### src/rtl/adc_avg_pkg.sv
// Shared definitions for the ADC sample averager: default width, FSM encoding, sum sizing.
// The optional ADC_AVG_ROUND_EN macro (used in adc_sample_averager) selects rounding in stage 2.
package adc_avg_pkg;

  localparam int DATA_W_DEF = 28;

  typedef enum logic {
    FILL = 1'b0,
    RUN  = 1'b1
  } avg_state_t;

  // N samples of DATA_W bits sum into DATA_W+LOG2_N bits without overflow
  function automatic int sum_width(input int data_w, input int log2_n);
    return data_w + log2_n;
  endfunction

endpackage

### src/rtl/avg_ring_buf.sv
// N x DATA_W sample history for the boxcar averager; read and write share one wrapping pointer.
module avg_ring_buf
  import adc_avg_pkg::*;
#(
  parameter int DATA_W = DATA_W_DEF,
  parameter int LOG2_N = 3
) (
  input  logic              SCLK,
  input  logic              reset,
  input  logic              i_we,
  input  logic [DATA_W-1:0] i_wdata,
  output logic [DATA_W-1:0] o_rdata
);

  localparam int N = 1 << LOG2_N;
  localparam logic [LOG2_N-1:0] LAST_IDX = LOG2_N'(N - 1);

  logic [DATA_W-1:0] r_mem [N];
  logic [LOG2_N-1:0] r_wr_ptr;

  // Oldest sample sits at the write slot once the window is full
  assign o_rdata = r_mem[r_wr_ptr];

  // Write pointer advances per sample and wraps from N-1 back to 0
  always_ff @(posedge SCLK or posedge reset) begin
    if (reset) begin
      r_wr_ptr <= {LOG2_N{1'b0}};
    end else if (i_we) begin
      if (r_wr_ptr == LAST_IDX) begin
        r_wr_ptr <= {LOG2_N{1'b0}};
      end else begin
        r_wr_ptr <= r_wr_ptr + LOG2_N'(1);
      end
    end
  end

  // Storage is intentionally not reset; FILL ignores stale entries
  always_ff @(posedge SCLK) begin
    if (i_we) begin
      r_mem[r_wr_ptr] <= i_wdata;
    end
  end

endmodule

### src/rtl/adc_sample_averager.sv
// Boxcar moving average over the last 2^LOG2_N receiver samples with a valid/ready output register.
// Define ADC_AVG_ROUND_EN to round half toward +inf instead of flooring.
module adc_sample_averager
  import adc_avg_pkg::*;
#(
  parameter int DATA_W = DATA_W_DEF,
  parameter int LOG2_N = 3
) (
  input  logic                     SCLK,
  input  logic                     reset,
  input  logic                     in_tick,
  input  logic signed [DATA_W-1:0] in_data,
  input  logic                     out_ready,
  input  logic                     clr_ovr,
  output logic signed [DATA_W-1:0] out_data,
  output logic                     out_valid,
  output logic                     primed,
  output logic                     overrun
);

  localparam int SW = sum_width(DATA_W, LOG2_N);
  localparam int N  = 1 << LOG2_N;
  localparam logic [LOG2_N-1:0] LAST_CNT = LOG2_N'(N - 1);

  avg_state_t               r_state;
  logic [LOG2_N-1:0]        r_fill_cnt;
  logic signed [SW-1:0]     r_sum;
  logic                     r_pend;
  logic [DATA_W-1:0]        w_old;
  logic signed [SW-1:0]     w_in_ext;
  logic signed [SW-1:0]     w_sub;
  logic signed [SW-1:0]     w_rnd;

  avg_ring_buf #(
    .DATA_W (DATA_W),
    .LOG2_N (LOG2_N)
  ) u_ring (
    .SCLK    (SCLK),
    .reset   (reset),
    .i_we    (in_tick),
    .i_wdata (in_data),
    .o_rdata (w_old)
  );

  assign w_in_ext = {{LOG2_N{in_data[DATA_W-1]}}, in_data};

  // The evicted sample only counts once the window holds N real samples
  always_comb begin
    w_sub = {SW{1'b0}};
    if (r_state == RUN) begin
      w_sub = {{LOG2_N{w_old[DATA_W-1]}}, w_old};
    end else begin
      w_sub = {SW{1'b0}};
    end
  end

`ifdef ADC_AVG_ROUND_EN
  assign w_rnd = r_sum + SW'(2 ** (LOG2_N - 1));
`else
  assign w_rnd = r_sum;
`endif

  // Fill/run FSM with registered primed flag
  always_ff @(posedge SCLK or posedge reset) begin
    if (reset) begin
      r_state    <= FILL;
      r_fill_cnt <= {LOG2_N{1'b0}};
      primed     <= 1'b0;
    end else begin
      case (r_state)
        FILL: begin
          if (in_tick) begin
            if (r_fill_cnt == LAST_CNT) begin
              r_state <= RUN;
              primed  <= 1'b1;
            end else begin
              r_fill_cnt <= r_fill_cnt + LOG2_N'(1);
            end
          end
        end
        RUN:     r_state <= RUN;
        default: r_state <= FILL;
      endcase
    end
  end

  // Stage 1: running sum update and stage-2 request
  always_ff @(posedge SCLK or posedge reset) begin
    if (reset) begin
      r_sum  <= {SW{1'b0}};
      r_pend <= 1'b0;
    end else if (in_tick) begin
      r_sum  <= r_sum + w_in_ext - w_sub;
      r_pend <= (r_state == RUN) || (r_fill_cnt == LAST_CNT);
    end else begin
      r_pend <= 1'b0;
    end
  end

  // Stage 2: output holding register, handshake and sticky overrun (set beats clear)
  always_ff @(posedge SCLK or posedge reset) begin
    if (reset) begin
      out_data  <= {DATA_W{1'b0}};
      out_valid <= 1'b0;
      overrun   <= 1'b0;
    end else if (r_pend) begin
      out_data  <= DATA_W'(w_rnd >>> LOG2_N);
      out_valid <= 1'b1;
      if (out_valid && !out_ready) begin
        overrun <= 1'b1;
      end else if (clr_ovr) begin
        overrun <= 1'b0;
      end
    end else begin
      if (out_valid && out_ready) begin
        out_valid <= 1'b0;
      end
      if (clr_ovr) begin
        overrun <= 1'b0;
      end
    end
  end

endmodule

### config.mk
export PLATFORM = sky130hd
export DESIGN_NAME = adc_sample_averager
export DESIGN_NICKNAME = d
export VERILOG_FILES = /design/src/rtl/adc_avg_pkg.sv /design/src/rtl/avg_ring_buf.sv /design/src/rtl/adc_sample_averager.sv
export SDC_FILE = /design/constraint.sdc
export NUM_CORES = 1
export LEC_CHECK = 0
export ABC_CLOCK_PERIOD_IN_PS = 10700
export CORE_MARGIN = 2
export CORE_UTILIZATION = 33
export CTS_BUF_LIST = sky130_fd_sc_hd__clkbuf_16
export CTS_CLUSTER_DIAMETER = 50
export DETAILED_ROUTE_END_ITERATION = 16
export SYNTH_ARGS = -nofsm -noshare
export SYNTH_HDL_FRONTEND = slang
export SYNTH_SLANG_ARGS = --single-unit
export TNS_END_PERCENT = 30
### constraint.sdc
create_clock -name SCLK -period 10.7 [get_ports SCLK]
set_input_delay 1.07 -clock SCLK [delete_from_list [all_inputs] [get_ports SCLK]]
set_output_delay 1.07 -clock SCLK [all_outputs]
set_load 0.02 [all_outputs]
==> results.sh, run 1 <==
export IMPL_fmax_mhz=192
export IMPL_syn_area_per_cell_um2=14.8
export IMPL_portBuffers=63
export IMPL_fin_nets=1106
export IMPL_setup_viol=0
export IMPL_gp_congestion=0.798
export IMPL_fin_crit_ns=5.20
export IMPL_synthDistinctLibCells=56
export IMPL_grt_max_degree=71
export IMPL_hold_ws_ns=0.476
export IMPL_tightestPinTransition_ns=1.09
export IMPL_rows=75
export IMPL_r2r_start="u_ring.r_wr_ptr[0]$_DFFE_PP0P_"
export IMPL_cp_required_ns=11.11
export IMPL_status="finished clean"
export IMPL_layout_common_cells="edfxtp_1, inv_1, dfrtp_1"
export IMPL_ctsHoldBuffers=0
export IMPL_cts_sinks=294
export IMPL_synthToLayoutAreaGrowth_pct=15.8
export IMPL_relSlewSlack_pct=27.0
export IMPL_crit_type="reg2reg"
export IMPL_synth_edf_count=224
export IMPL_htree_levels=1
export IMPL_final_common_cell="edfxtp_1"
export IMPL_final_cells=1568
export IMPL_postSynthCellCount=942
export IMPL_finClkSkew_ns=0.0141
export IMPL_fp_coreArea_um2=41900
export IMPL_cts_tree="built"
export IMPL_start_util_pct=33.3
export IMPL_die_area_um2=43900
export IMPL_grtUsageTotal_pct=13.8
export IMPL_fill_cells=3887
export IMPL_die_y_um=210
export IMPL_seq_area_frac_synth_pct=60.8
export IMPL_ys_warn_count=0
export IMPL_ctsResizeCount=0
export IMPL_cts_buffers=29
export IMPL_antenna_found_initial=1
export IMPL_hold_violations=0
export IMPL_die_x_um=210
export IMPL_min_period_over_period_pct=48.6
export IMPL_routed_wl_um=30100
export IMPL_crit_path_start_kind="register"
export IMPL_clk_latency_ns=0.55
export IMPL_cts_setup_buffers=0
export IMPL_cp_end_kind="register"
export IMPL_clk_path_buf_depth=3
export IMPL_hold_path_depth=1
export IMPL_async_flop_share_pct=23.8
export IMPL_dp_hpwl_um=19700
export IMPL_num_antenna_cells=0
export IMPL_dpl_cell_count=1515
export IMPL_synth_ff_type="edfxtp_1"
export IMPL_yosys_register_bits=294
export IMPL_crit_path_max_fanout=35
export IMPL_drt_iter0_drc=544
export IMPL_ios=64
export IMPL_rsz0062_at_grt="no"
export IMPL_grt_pass1_vias=7942
export IMPL_drc_errors=0
export IMPL_crit_arrival_ns=5.60
export IMPL_min_path_type="reg2reg"
export IMPL_wire_per_inst_um=19.2
export IMPL_drv_slew=0
export IMPL_drt_pre_antenna_iters=5
export IMPL_dr_total_vias=7652
export IMPL_multi_input_area_um2=4870
export IMPL_netlist_area_um2=13900
export IMPL_overflow=0
export IMPL_cts_root_buf="clkbuf_16"
export IMPL_drv_cap=0
export IMPL_drive_gt1_share_pct=17.0
export IMPL_ant_nets=0
export IMPL_clk_pin_slew_ns=0.06
export IMPL_finalInstanceArea_um2=16100
export IMPL_reg2reg_depth=14
export IMPL_synth_fp_nets=1041
export IMPL_vias_per_cell=4.88
export IMPL_placed_area_um2=15200
export IMPL_grt_first_pass_wirelength_um=46800
export IMPL_ff_latch_area_um2=8480
export IMPL_hp_start="r_sum[30]$_DFFE_PP0P_"
export IMPL_critPathLaunch="u_ring.r_wr_ptr[0]$_DFFE_PP0P_"
export IMPL_fin_tns_setup_ns=0
final timing paths:
check / slack, ns / endpoint
worst min-delay path: 0.48 / r_sum[30]$_DFFE_PP0P_
min in group asynchronous: 1.12 / overrun$_DFF_PP0_
worst max-delay path: 5.50 / r_sum[26]$_DFFE_PP0P_
worst min register to register: 0.48 / r_sum[30]$_DFFE_PP0P_
max in group asynchronous: 8.87 / u_ring.r_wr_ptr[0]$_DFFE_PP0P_
worst max register to register: 5.50 / r_sum[26]$_DFFE_PP0P_
final cells by class:
type,instances,share of cell area (%)
well taps,539,4.18
repair buffers,78,4.57
inverters,120,2.80
multi-input cells,484,30.1
clock inverters,24,1.26
flip-flops and latches,294,52.5
clock buffers,29,4.49
synth_stat cells (7+ instances only):
library cell	n	area, µm²
edfxtp_1	224	6730
inv_1	120	450
dfrtp_1	70	1750
mux4_2	56	1260
nand2_1	44	165
mux2_2	37	417
ha_1	36	450
a21oi_1	35	175
mux2i_1	35	350
fa_1	30	601
clkbuf_1	29	109
nor2b_1	29	181
nor2_1	24	90.1
a21o_1	20	150
o21ai_0	20	100
xnor2_1	18	158
xor2_1	11	96.3
o21ai_1	10	50.1
buf_2	9	45.0
nand4_1	9	56.3
nand3_1	8	40.0
nor3_1	7	35.0
metal layers:
metal / track usage (%) / routed length, µm / part of all wire [%] / up-vias
met3: 2.14 / 1500 / 5.0 / 40
met1: 19.2 / 13700 / 46 / 3867
met5: 0 / 16 / 0.053 / -
met4: 3.35 / 510 / 1.7 / 2
met2: 23.0 / 14300 / 48 / 190
li1: - / - / - / 3553
critical path: stages (launching register included):
cell and delay (ns):
dfrtp_4 0.74, buf_4 0.65, mux4_2 0.59, mux2i_1 0.15, nor2b_1 0.07, fa_1 0.48
fa_1 0.48, and2b_1 0.24, o2111ai_1 0.24, a2111oi_1 0.60, o2111ai_1 0.26, nand3_1 0.20
a21boi_1 0.09, xor2_1 0.13, mux2i_1 0.08
kinds of logic after synthesis:
logic type	Yosys count	share of synthesized area, %
DFF	294	60.8
AOI/OAI and AO/OA	121	5.76
muxes	128	14.5
buffers and inverters	164	4.49
adders and majority gates	66	7.54
xor gates and xnor gates	29	1.82
and+or+nand+nor	140	5.06
registers in the layout (all words and copies together) (netlist names):
signal,cells
u_ring.r_mem,224
r_sum,31
out_data,28
r_fill_cnt,3
u_ring.r_wr_ptr,3
out_valid,1
overrun,1
primed,1
r_pend,1
r_state,1
per-stage QoR:
step | setup WS, ns | util (%)
after CTS | 5.45 | 38.6
final | 5.50 | 38.6
after floorplan | 6.48 | -
after detailed placement | 5.46 | 36.4
after global routing | 5.15 | 38.6
after global placement | 5.53 | 36.4
Power of run 1 is left out: the tool's default activity adds up to more than one toggle a clock period on the data nets, which glitch-free logic cannot reach.
==> run 2, diff against run 1 <==
--- a/config.mk
+++ b/config.mk
@@ -5,7 +5,7 @@
 export SDC_FILE = /design/constraint.sdc
 export NUM_CORES = 1
 export LEC_CHECK = 0
-export ABC_CLOCK_PERIOD_IN_PS = 10700
+export ABC_CLOCK_PERIOD_IN_PS = 4570
 export CORE_MARGIN = 2
 export CORE_UTILIZATION = 33
 export CTS_BUF_LIST = sky130_fd_sc_hd__clkbuf_16
==> constraint.sdc (replaced) <==
create_clock -name SCLK -period 4.57 [get_ports SCLK]
set_input_delay 0.457 -clock SCLK [delete_from_list [all_inputs] [get_ports SCLK]]
set_output_delay 0.457 -clock SCLK [all_outputs]
set_load 0.02 [all_outputs]
==> run 2 against run 1 <==
Net effect:
- fmax rose by 21%
- global-route usage up 0.45 points
- utilization is 0.90 points higher
- final area is 2.3% higher
==> results.sh, run 2 (synthesis gave the netlist of run 1 again) <==
export IMPL_status="finished clean"
export IMPL_die_x_um=210
export IMPL_critPathLaunch="u_ring.r_wr_ptr[0]$_DFFE_PP0P_"
export IMPL_num_antenna_cells=0
export IMPL_rows=75
export IMPL_fill_cells=3879
export IMPL_use_met2_pct=22.9
export IMPL_die_y_um=210
export IMPL_tightestPinTransition_ns=1.00
export IMPL_final_util_pct=39.5
export IMPL_vias_per_cell=4.83
export IMPL_cts_buffers=35
export IMPL_drt_pre_antenna_iters=5
export IMPL_clk_latency_ns=0.52
export IMPL_largest_register_ff_count=224
export IMPL_cp_depth=15
export IMPL_reg2reg_depth=15
export IMPL_grt_pass1_vias=8208
export IMPL_multi_input_area_um2=4880
export IMPL_fin_crit_ns=4.31
export IMPL_fp_coreArea_um2=41900
export IMPL_overflow=0
export IMPL_setup_viol=0
export IMPL_antenna_found_initial=1
export IMPL_globalRouteMet3Util_pct=2.59
export IMPL_r2r_end="r_sum[29]$_DFFE_PP0P_"
export IMPL_hold_ws_ns=0.306
export IMPL_ios=64
export IMPL_endpoint="r_sum[29]$_DFFE_PP0P_"
export IMPL_ant_nets=0
export IMPL_cpMaxStageDelayCell="fa_1"
export IMPL_ff_latch_area_um2=8490
export IMPL_slowest_delay_ns=0.52
export IMPL_clk_pin_slew_ns=0.06
export IMPL_crit_arrival_ns=4.69
export IMPL_routed_wl_um=30600
export IMPL_start_util_pct=33.3
export IMPL_drt_iter0_drc=628
export IMPL_worstPathCellList="buf_12 > mux4_2 > mux2i_1 > nor2b_1 > fa_1 > inv_1 > ha_1 > a21oi_1 > o21ai_1 > a2111oi_2 > o211ai_1 > a41oi_2 > o21ai_1 > xnor2_1 > mux2i_1"
export IMPL_fin_tns_setup_ns=0
export IMPL_finalWorstSetupSlack_ns=0.261
export IMPL_drive_gt1_share_pct=19.1
export IMPL_crit_buf_inv=2
export IMPL_crit_path_max_fanout=9
export IMPL_drv_slew=0
export IMPL_gp_congestion=0.827
export IMPL_crit_path_start_kind="register"
export IMPL_clk_path_buf_depth=3
export IMPL_place_ws_ns=-0.161
export IMPL_grt_max_degree=50
export IMPL_crit_type="reg2reg"
export IMPL_rsz0062_at_grt="yes"
export IMPL_hold_violations=0
export IMPL_fin_nets=1133
export IMPL_final_common_cell="edfxtp_1"
export IMPL_htree_levels=2
export IMPL_relSlewSlack_pct=32.9
export IMPL_cts_sinks=294
export IMPL_ctsHoldBuffers=0
export IMPL_wire_per_inst_um=19.1
export IMPL_dr_total_vias=7719
export IMPL_fmax_mhz=232
export IMPL_cp_end_kind="register"
export IMPL_min_path_type="in2async"
export IMPL_cp_required_ns=4.95
export IMPL_dp_hpwl_um=20700
export IMPL_drc_errors=0
export IMPL_grt_first_pass_wirelength_um=47900
export IMPL_r2r_start="u_ring.r_wr_ptr[0]$_DFFE_PP0P_"
export IMPL_min_period_over_period_pct=94.3
export IMPL_die_area_um2=43900
export IMPL_grtUsageTotal_pct=14.3
export IMPL_cp_top_family="compound AO/OA/AOI/OAI gates"
export IMPL_finClkSkew_ns=0.0137
export IMPL_drv_cap=0
export IMPL_regToRegSetupSlack_ns=0.26
export IMPL_cts_tree="built"
export IMPL_grt_use_met1_pct=20.0
export IMPL_cts_root_buf="clkbuf_16"
export IMPL_top_regs="u_ring.r_mem (224), r_sum (31), out_data (28)"
export IMPL_portBuffers=63
export IMPL_top_usage_layer="met2"
export IMPL_layout_common_cells="edfxtp_1, inv_1, dfrtp_1"
export IMPL_largest_register="u_ring.r_mem"
export IMPL_synthToLayoutAreaGrowth_pct=18.5
run 2: changes by cell type in the layout (fill, tap and decap cells not counted), moves of 2 or more:
| cell | change |
|---|---|
| buf_4 | +16 |
| clkbuf_16 | +8 |
| buf_12 | +4 |
| clkinv_1 | +4 |
| clkinv_4 | -4 |
| a2111oi_2 | +2 |
| bufinv_16 | -2 |
| inv_1 | +2 |
run 2: worst min path at each step:
stage | slack [ns] | to
after floorplan | 0.44 | r_sum[30]$_DFFE_PP0P_
after global placement | 0.46 | r_fill_cnt[0]$_DFFE_PP0P_
after detailed placement | 0.47 | r_sum[30]$_DFFE_PP0P_
after CTS | 0.30 | u_ring.r_wr_ptr[2]$_DFFE_PP0P_
after global routing | 0.31 | u_ring.r_wr_ptr[2]$_DFFE_PP0P_
final | 0.31 | out_data[26]$_DFFE_PP0P_
run 2: metal layers:
metal  share of wire, %  up-vias
met4                2.3        2
met2                 46      180
li1                   -     3617
met1                 47     3878
met5              0.036        -
met3                4.5       42
run 2: what timing repair did:
action / CTS / global route
setup buffers: 3 / 1
setup endpoints to repair: 2 / 5
hold endpoints to repair: 0 / 0
pin swaps: 0 / 0
resized for setup: 2 / 2
run 2: layout make-up:
type,count,area share [%]
clock buffer,37,5.60
clock inverter,26,0.924
inverter,120,2.73
multi-input combinational,484,29.5
sequential,294,51.4
tap,539,4.08
timing repair buffer,99,5.77
run 2: stage by stage:
stage	instance area, µm²	cells
final	16500	1599
after global placement	15400	1532
after floorplan	13900	942
after detailed placement	15400	1532
after CTS	16500	1598
after global routing	16500	1599
Power of run 2 is left out for the same reason.
==> run 3, diff against run 2 <==
--- a/config.mk
+++ b/config.mk
@@ -6,11 +6,14 @@
 export NUM_CORES = 1
 export LEC_CHECK = 0
 export ABC_CLOCK_PERIOD_IN_PS = 4570
+export CELL_PAD_IN_SITES_DETAIL_PLACEMENT = 1
+export CELL_PAD_IN_SITES_GLOBAL_PLACEMENT = 2
 export CORE_MARGIN = 2
 export CORE_UTILIZATION = 33
-export CTS_BUF_LIST = sky130_fd_sc_hd__clkbuf_16
+export CTS_BUF_LIST = sky130_fd_sc_hd__clkbuf_8
 export CTS_CLUSTER_DIAMETER = 50
 export DETAILED_ROUTE_END_ITERATION = 16
+export PLACE_DENSITY_LB_ADDON = 0.1
 export SYNTH_ARGS = -nofsm -noshare
 export SYNTH_HDL_FRONTEND = slang
 export SYNTH_SLANG_ARGS = --single-unit
==> run 3 against run 2 <==
Net effect:
- final area rose by 0.86%
- wire length rose by 13%
- setup slack got worse by 0.034 ns
- register-to-register slack got worse by 0.03 ns
- sequential share of layout area fell by 0.45 points
- die area did not move
- non-clock buffer count rose by 17
- clock skew rose by 0.017 ns
- hold slack got worse by 0.077 ns
- critical endpoint is now r_sum[28]$_DFFE_PP0P_
==> results.sh, run 3 (synthesis gave the netlist of run 1 again) <==
export IMPL_die_y_um=210
export IMPL_cts_buffers=54
export IMPL_drive_gt1_share_pct=22.0
export IMPL_overflow=0
export IMPL_num_antenna_cells=0
export IMPL_status="finished clean"
export IMPL_grt_pass1_vias=8747
export IMPL_drt_pre_antenna_iters=4
export IMPL_portBuffers=63
export IMPL_r2r_start="u_ring.r_wr_ptr[0]$_DFFE_PP0P_"
export IMPL_grtUsageTotal_pct=16.4
export IMPL_multi_input_area_um2=4950
export IMPL_layout_common_cells="edfxtp_1, inv_1, dfrtp_1"
export IMPL_gp_congestion=0.775
export IMPL_drc_errors=0
export IMPL_drv_slew=0
export IMPL_fp_coreArea_um2=41900
export IMPL_cts_tree="built"
export IMPL_crit_path_start_kind="register"
export IMPL_fin_nets=1169
export IMPL_final_common_cell="edfxtp_1"
export IMPL_die_x_um=210
export IMPL_min_period_over_period_pct=95.0
export IMPL_largest_register_ff_count=224
export IMPL_critPathLaunch="u_ring.r_wr_ptr[0]$_DFFE_PP0P_"
export IMPL_fin_crit_ns=4.34
export IMPL_endpoint="r_sum[28]$_DFFE_PP0P_"
export IMPL_crit_path_max_fanout=7
export IMPL_min_path_type="in2reg"
export IMPL_hold_violations=0
export IMPL_antenna_found_initial=0
export IMPL_regToRegSetupSlack_ns=0.23
export IMPL_drv_cap=0
export IMPL_hold_ws_ns=0.229
export IMPL_fmax_mhz=230
export IMPL_r2r_end="r_sum[28]$_DFFE_PP0P_"
export IMPL_tightestPinTransition_ns=1.13
export IMPL_dp_hpwl_um=23900
export IMPL_start_util_pct=33.3
export IMPL_ctsHoldBuffers=0
export IMPL_clk_latency_ns=0.64
export IMPL_drt_iter0_drc=504
export IMPL_finalWorstSetupSlack_ns=0.228
export IMPL_rows=75
export IMPL_relSlewSlack_pct=24.1
export IMPL_synthToLayoutAreaGrowth_pct=19.5
export IMPL_clk_pin_slew_ns=0.06
export IMPL_htree_levels=2
export IMPL_cp_end_kind="register"
export IMPL_setup_viol=0
export IMPL_cts_sinks=294
export IMPL_cp_required_ns=5.05
export IMPL_top_regs="u_ring.r_mem (224), r_sum (31), out_data (28)"
export IMPL_routed_wl_um=34700
export IMPL_finClkSkew_ns=0.0308
export IMPL_wire_per_inst_um=21.0
export IMPL_reg2reg_depth=16
export IMPL_clk_path_buf_depth=3
export IMPL_dr_total_vias=7888
export IMPL_ios=64
export IMPL_place_ws_ns=0.0219
export IMPL_grt_first_pass_wirelength_um=53900
export IMPL_grt_max_degree=49
export IMPL_ant_nets=0
export IMPL_die_area_um2=43900
export IMPL_fill_cells=4265
export IMPL_vias_per_cell=4.77
export IMPL_ff_latch_area_um2=8480
export IMPL_largest_register="u_ring.r_mem"
export IMPL_cts_root_buf="clkbuf_8"
export IMPL_crit_type="reg2reg"
export IMPL_crit_arrival_ns=4.82
-- run 3: cell types whose count changed in the layout (fill, tap and decap cells not counted), sizes merged --
cell	before	now
clkbuf	37	56
clkinv	10	28
buf	37	54
inv	134	137
clkinvlp	2	0
bufinv	0	1
-- run 3: worst min path at each step --
stage	to	slack, ns	cells past startpoint	from
3_3_place_gp	r_sum[30]$_DFFE_PP0P_	0.46	1	r_sum[30]$_DFFE_PP0P_
5_1_grt	u_ring.r_wr_ptr[1]$_DFFE_PP0P_	0.21	2	in_tick
4_1_cts	u_ring.r_wr_ptr[2]$_DFFE_PP0P_	0.17	2	in_tick
2_1_floorplan	r_sum[30]$_DFFE_PP0P_	0.44	1	r_sum[30]$_DFFE_PP0P_
6_report	u_ring.r_wr_ptr[2]$_DFFE_PP0P_	0.23	2	in_tick
3_5_place_dp	r_sum[30]$_DFFE_PP0P_	0.47	1	r_sum[30]$_DFFE_PP0P_
-- run 3: per-layer routing --
layer  track usage [%]  vias up  wire (µm)
met5                 0        -          0
met4              5.80        0        845
met3              2.80       58       1350
met2              25.1      135      15500
met1              23.7     4004      17000
li1                  -     3691          -
-- run 3: area by class of cell --
type / count / area share [%]
Clock inverter: 46 / 1.44
Tap cell: 539 / 4.05
Clock buffer: 56 / 4.62
Multi-Input combinational cell: 484 / 29.7
Sequential cell: 294 / 50.9
Timing Repair Buffer: 116 / 6.54
Inverter: 120 / 2.71
-- run 3: worst max-delay path, cell delays in order, from the launching register on --
cell	delay, ns
dfrtp_4	0.48
buf_12	0.15
buf_4	0.18
mux4_2	0.52
mux2i_1	0.31
nor2b_1	0.11
fa_1	0.49
inv_1	0.04
ha_1	0.34
o2111ai_2	0.21
buf_4	0.20
a211oi_2	0.27
o21ai_1	0.13
o211ai_1	0.27
a311oi_2	0.19
xor2_1	0.19
mux2i_1	0.10
-- run 3: repair_timing --
| action | CTS | global route |
|---|---|---|
| buffers inserted | 0 | 4 |
| hold endpoints to repair | 0 | 0 |
| gates resized for setup | 0 | 12 |
| endpoints found under the setup margin | 0 | 14 |
-- run 3: metrics by stage --
step	util [%]	instances	TNS (ns)	area, µm²
2_1_floorplan	-	942	0	13900
3_3_place_gp	37.2	1549	0	15600
3_5_place_dp	37.2	1549	0	15600
4_1_cts	39.6	1651	0	16600
5_1_grt	39.8	1655	-0.00239	16700
6_report	39.8	1655	0	16700
Power of run 3 is left out for the same reason.
